$ cat config.mk
export PLATFORM = sky130hd
export DESIGN_NAME = cv32e40p_fetch_aligner
export DESIGN_NICKNAME = d
export VERILOG_FILES = /design/src/rtl/cv32e40p_pkg.sv /design/src/rtl/cv32e40p_fetch_aligner.sv
export SDC_FILE = /design/constraint.sdc
export NUM_CORES = 1
export LEC_CHECK = 0
export CORE_ASPECT_RATIO = 0.8
export CORE_UTILIZATION = 38
export CTS_CLUSTER_SIZE = 16
export DETAILED_ROUTE_END_ITERATION = 16
export PLACE_DENSITY = 0.74
export SYNTH_ARGS = -nofsm -noshare
export SYNTH_HDL_FRONTEND = slang
export SYNTH_SLANG_ARGS = --single-unit
$ cat constraint.sdc
create_clock -name clk_i -period 2.2 [get_ports clk_i]
set_clock_uncertainty 0.1 [all_clocks]
set_input_delay 0.22 -clock clk_i [delete_from_list [all_inputs] [get_ports clk_i]]
set_output_delay 0.22 -clock clk_i [all_outputs]
set_load 0.02 [all_outputs]
$ cat src/rtl/cv32e40p_pkg.sv
`default_nettype none
// ============================================================================
// Module   : cv32e40p_pkg
// Brief    : Shared types and helpers for the CV32E40P fetch aligner.
// Revision : 1.0
// ============================================================================
package cv32e40p_pkg;

    typedef enum logic [1:0] {
        ALIGNED    = 2'd0,
        MISALIGNED = 2'd1,
        BRANCH_MIS = 2'd2
    } aligner_state_e;

    // Low opcode bits that mark an uncompressed 32-bit instruction.
    localparam logic [1:0]  c_OPC_32BIT = 2'b11;
    localparam logic [31:0] c_PC_INC_16 = 32'd2;
    localparam logic [31:0] c_PC_INC_32 = 32'd4;

    function automatic logic f_is_compressed(input logic [1:0] i_opc);
        return (i_opc != c_OPC_32BIT);
    endfunction

endpackage : cv32e40p_pkg
`default_nettype wire

$ cat src/rtl/cv32e40p_fetch_aligner.sv
`default_nettype none
// ============================================================================
// Module   : cv32e40p_fetch_aligner
// Brief    : Splits word-aligned fetch words into 16/32-bit instructions for ID.
// Revision : 1.0
// ============================================================================
module cv32e40p_fetch_aligner
    import cv32e40p_pkg::*;
#(
    parameter logic [31:0] RESET_PC = 32'h0000_0000
) (
    input  logic        clk_i,
    input  logic        rst_ni,
    input  logic        fetch_valid_i,
    output logic        fetch_ready_o,
    input  logic [31:0] fetch_rdata_i,
    output logic        instr_valid_o,
    input  logic        instr_ready_i,
    output logic [31:0] instr_aligned_o,
    output logic        is_compressed_o,
    output logic [31:0] pc_o,
    input  logic        branch_i,
    input  logic [31:0] branch_addr_i
);

    aligner_state_e r_state;
    aligner_state_e w_state_next;
    logic [31:0]    r_pc;
    logic [31:0]    w_pc_next;
    logic [15:0]    r_half;
    logic [15:0]    w_half_next;

    logic [31:0]    w_instr;
    logic           w_valid;
    logic           w_ready;
    logic           w_handshake;
    logic           w_word_xfer;
    logic [31:0]    w_branch_pc;

    assign w_branch_pc = branch_addr_i & 32'hFFFF_FFFE;

    // ------------------------------------------------------------------
    // Output datapath: selects the instruction and raw handshake signals
    // from the current state; reset and branch override them afterwards.
    // ------------------------------------------------------------------
    always_comb begin
        w_instr = fetch_rdata_i;
        w_valid = 1'b0;
        w_ready = 1'b0;

        case (r_state)
            ALIGNED: begin
                w_valid = fetch_valid_i;
                w_ready = instr_ready_i;
                if (f_is_compressed(fetch_rdata_i[1:0])) begin
                    w_instr = {16'h0000, fetch_rdata_i[15:0]};
                end
            end
            MISALIGNED: begin
                if (f_is_compressed(r_half[1:0])) begin
                    // Whole instruction already buffered: no new word needed.
                    w_instr = {16'h0000, r_half};
                    w_valid = 1'b1;
                    w_ready = 1'b0;
                end else begin
                    w_instr = {fetch_rdata_i[15:0], r_half};
                    w_valid = fetch_valid_i;
                    w_ready = instr_ready_i;
                end
            end
            BRANCH_MIS: begin
                w_valid = 1'b0;
                w_ready = 1'b1;
            end
            default: begin
                w_valid = 1'b0;
                w_ready = 1'b0;
            end
        endcase

        if (!rst_ni || branch_i) begin
            w_valid = 1'b0;
            w_ready = 1'b0;
        end
    end

    assign instr_aligned_o = w_instr;
    assign is_compressed_o = f_is_compressed(w_instr[1:0]);
    assign instr_valid_o   = w_valid;
    assign fetch_ready_o   = w_ready;
    assign pc_o            = r_pc;

    assign w_handshake = w_valid & instr_ready_i;
    assign w_word_xfer = fetch_valid_i & w_ready;

    // ------------------------------------------------------------------
    // Next-state logic
    // ------------------------------------------------------------------
    always_comb begin
        w_state_next = r_state;
        w_pc_next    = r_pc;
        w_half_next  = r_half;

        if (branch_i) begin
            w_pc_next    = w_branch_pc;
            w_half_next  = 16'h0000;
            w_state_next = branch_addr_i[1] ? BRANCH_MIS : ALIGNED;
        end else begin
            case (r_state)
                ALIGNED: begin
                    if (w_handshake) begin
                        if (f_is_compressed(fetch_rdata_i[1:0])) begin
                            w_half_next  = fetch_rdata_i[31:16];
                            w_pc_next    = r_pc + c_PC_INC_16;
                            w_state_next = MISALIGNED;
                        end else begin
                            w_pc_next    = r_pc + c_PC_INC_32;
                        end
                    end
                end
                MISALIGNED: begin
                    if (w_handshake) begin
                        if (f_is_compressed(r_half[1:0])) begin
                            w_pc_next    = r_pc + c_PC_INC_16;
                            w_state_next = ALIGNED;
                        end else begin
                            w_half_next  = fetch_rdata_i[31:16];
                            w_pc_next    = r_pc + c_PC_INC_32;
                        end
                    end
                end
                BRANCH_MIS: begin
                    // Lower half precedes the target and is dropped.
                    if (w_word_xfer) begin
                        w_half_next  = fetch_rdata_i[31:16];
                        w_state_next = MISALIGNED;
                    end
                end
                default: begin
                    w_state_next = ALIGNED;
                end
            endcase
        end
    end

    // ------------------------------------------------------------------
    // State registers
    // ------------------------------------------------------------------
    always_ff @(posedge clk_i) begin
        if (!rst_ni) begin
            r_state <= ALIGNED;
            r_pc    <= RESET_PC;
            r_half  <= 16'h0000;
        end else begin
            r_state <= w_state_next;
            r_pc    <= w_pc_next;
            r_half  <= w_half_next;
        end
    end

endmodule : cv32e40p_fetch_aligner
`default_nettype wire

==> out/metrics.cfg <==
[critical_path]
path_cells = nand3_1, or4_4, or4_4, or3_1, a31oi_1
critPathLaunchType = register
cp.depth = 5
cp-end-kind = register
crit_buf_inv = 0
slowest_stage = or4_4
cp_max_fo = 5
crit_arrival_ns = 2.36
path_class = register to register
cp.required_ns = 2.36
crit_top_cell = or4_4
reg2regPathDepth = 5
max_stage_delay_ns = 0.56
path_delay_family = simple AND/OR/NAND/NOR gates

[drt]
drt_iter0_drc = 154
viasPerCell = 5.27
drc_errors = 0
drtAntennaViolNets = 0
wl_per_cell_um = 15.8
vias = 3357
dr.pass1.iters = 6
routed_wl_mm = 10.0

[cells_and_area]
final_util_pct = 66.8
nNetsFinal = 602
fill_cells = 629
multi_input_area_um2 = 1910
design_area_um2 = 4990
syn_to_final_growth_pct = 68.5
drive_gt1_share_pct = 22.0
regArea_um2 = 1000
num_antenna_cells = 0

[logic_synthesis]
synth_fp_nets = 426
ys_async_sr_fraction_pct = 0
synthCells = 355
ys_ff_latch = 49
ys_seq_area_share_pct = 33.1
ys.warnings.count = 0
yosys_most_used_dff = dfxtp_1
synth-edff-count = 0
syn_area_um2 = 2960
syn_avg_cell_area_um2 = 8.34
ys_types = 56

[placed_design]
portBuffers = 133
placed_area_um2 = 4790
dpl.hpwl_mm = 7.58
routabilityCongestion = 0.861

[sta]
setup_tns_ns = -0.00884
max_freq_ghz = 0.453
setup_slack_ns = -0.00552
tightest_slew_ns = 0.572
final.min_clock_period_ns = 2.21
setup_viol = 2
rsz0062_at_grt = yes
drv_slew = 0
timing.final.crit_share_pct = 100
hold-worst-slack_ns = 0.398
slew_headroom_pct = 61.6
hold_viol_final = 0

[power]
leakagePower_nw = 2.00
peakVddDrop_v = 0.000253
total_power_mw = 2.35
power.density_nw_per_um2 = 470

[clocking]
cts-htree-levels = 2
root_buffer = clkbuf_8
clk-insertion-delay-late_ns = 0.32
clockBufferDepth = 2
ctsHoldBuffers = 0
cts_buffers = 5
path_clk_slew_ns = 0.10
clkSinkCount = 49
cts_tree = done

[global_route]
grt_pass1_vias = 3218
grt_max_degree = 37
grt_overflow = 0
antenna_found_initial = 0
grt_pass1_wl_mm = 15.4
grt_use_total_pct = 23.9

[floorplan]
die-area_um2 = 8150
start_util_pct = 39.7
ios = 136
rows = 28
core_area_um2 = 7460
die_x_um = 101
die_y_um = 80.9

[status]
status = finished, violations left
violations = setup timing

[min_path]
whs_path_depth = 3
hp-class = primary input to register

[run]
max_cap_viol_count = 0

[registers in the layout (all words and copies together) (netlist names)]
register  count
pc_o         31
r_half       16
r_state       2
[stage by stage]
step / setup WS, ns / instances
2_1_floorplan: -0.122 / 355
3_3_place_gp: -0.281 / 625
3_5_place_dp: -0.354 / 625
4_1_cts: 0.00285 / 637
5_1_grt: -0.0751 / 637
6_report: -0.00552 / 637
[cells in the mapped netlist (2+ instances only)]
library cell / number / area share [%]
a21oi_1: 27 / 4.6
nand3_1: 10 / 1.7
nor4_1: 9 / 1.9
a311oi_1: 3 / 0.89
nor2_1: 27 / 3.4
o21ai_0: 32 / 5.4
o2111ai_1: 2 / 0.59
nor2b_1: 2 / 0.42
a211oi_1: 3 / 0.76
ha_1: 2 / 0.85
mux2i_1: 17 / 5.7
nor4b_1: 2 / 0.59
inv_1: 7 / 0.89
and2_1: 2 / 0.42
and3_1: 3 / 0.63
nand2b_1: 3 / 0.63
o211ai_1: 5 / 1.3
buf_6: 2 / 0.76
mux2_2: 16 / 6.1
or3_1: 5 / 1.1
nand2_1: 18 / 2.3
and4_1: 2 / 0.59
o221ai_1: 2 / 0.59
dfxtp_1: 49 / 33
buf_2: 4 / 0.68
a22o_1: 16 / 4.7
a31oi_1: 2 / 0.42
xnor2_1: 17 / 5.0
clkbuf_1: 18 / 2.3
nor3_1: 12 / 2.0
nor3b_1: 2 / 0.51
nand4_1: 7 / 1.5
o22ai_1: 3 / 0.63
or4_1: 2 / 0.51
[layout by cell type, fill, tap and decap left out, types with 3 or more instances in the layout]
master / count
mux2_2: 16
clkbuf_8: 7
dfxtp_2: 15
o211ai_1: 5
nand3_1: 9
o21ai_0: 32
clkdlybuf4s50_1: 98
buf_6: 7
dlygate4sd2_1: 35
dfxtp_1: 33
nor2_1: 27
xnor2_1: 17
nand4_1: 7
nand2b_1: 3
o22ai_1: 3
buf_4: 53
inv_1: 7
a22o_1: 16
mux2i_1: 17
or3_1: 4
nand2_1: 18
and3_1: 3
a21oi_1: 27
nor4_1: 7
a211oi_1: 3
nor3_1: 12
[final timing paths]
path | startpoint | endpoint | slack (ns)
max reg2reg | pc_o[12]$_SDFFE_PN0P_ | pc_o[29]$_SDFFE_PN0P_ | -0.006
min reg2reg | r_half[14]$_SDFFE_PP0P_ | r_half[14]$_SDFFE_PP0P_ | 0.40
min | branch_addr_i[30] | pc_o[30]$_SDFFE_PN0P_ | 0.40
max | pc_o[12]$_SDFFE_PN0P_ | pc_o[29]$_SDFFE_PN0P_ | -0.006
[power breakdown]
part           total [mW]  internal, mW  switching, mW  leakage (nW)
Clock               0.617         0.285          0.331        0.0542
Sequential          0.979         0.936         0.0425         0.409
Combinational       0.750         0.393          0.357          1.54
[layer usage]
layer,part of all wire [%],up-vias,wire length (um),track usage [%]
met4,0.87,0,87,5.94
met1,46,1583,4650,32.7
met3,3.8,11,379,2.84
met5,0,-,0,0
li1,-,1684,-,-
met2,49,79,4920,40.1
[kinds of logic (layout without fill, tap and decap cells)]
group	after synthesis	count (layout)	synth area share [%]
and+or+nand+nor	110	110	19.5
AOI/OAI and AO/OA	107	107	23.5
DFF	49	49	33.1
muxes	34	34	12.3
buffers and inverters	34	211	5.28
xor gates and xnor gates	18	18	5.33
adders and majority gates	2	2	0.845
other	1	1	0.127
[layout make-up]
type                            instances  share of cell area [%]
Timing Repair Buffer                  195                    36.1
Inverter                                8                   0.853
Tap cell                              105                    2.63
Clock inverter                          1                   0.100
Sequential cell                        49                    20.1
Multi-Input combinational cell        272                    38.3
Clock buffer                            7                    1.93
[tightest hold or removal path, cell delays in order]
cell             delay, ns
clkdlybuf4s50_1       0.39
o21ai_0               0.13
a21oi_1               0.04
[repair_timing]
action | CTS | global route
pin swaps | 2 | 4
endpoints found under the setup margin | 45 | 31
gates resized for setup | 46 | 13
setup buffers | 4 | 0
No activity file was read; power rests on OpenSTA's default activity.
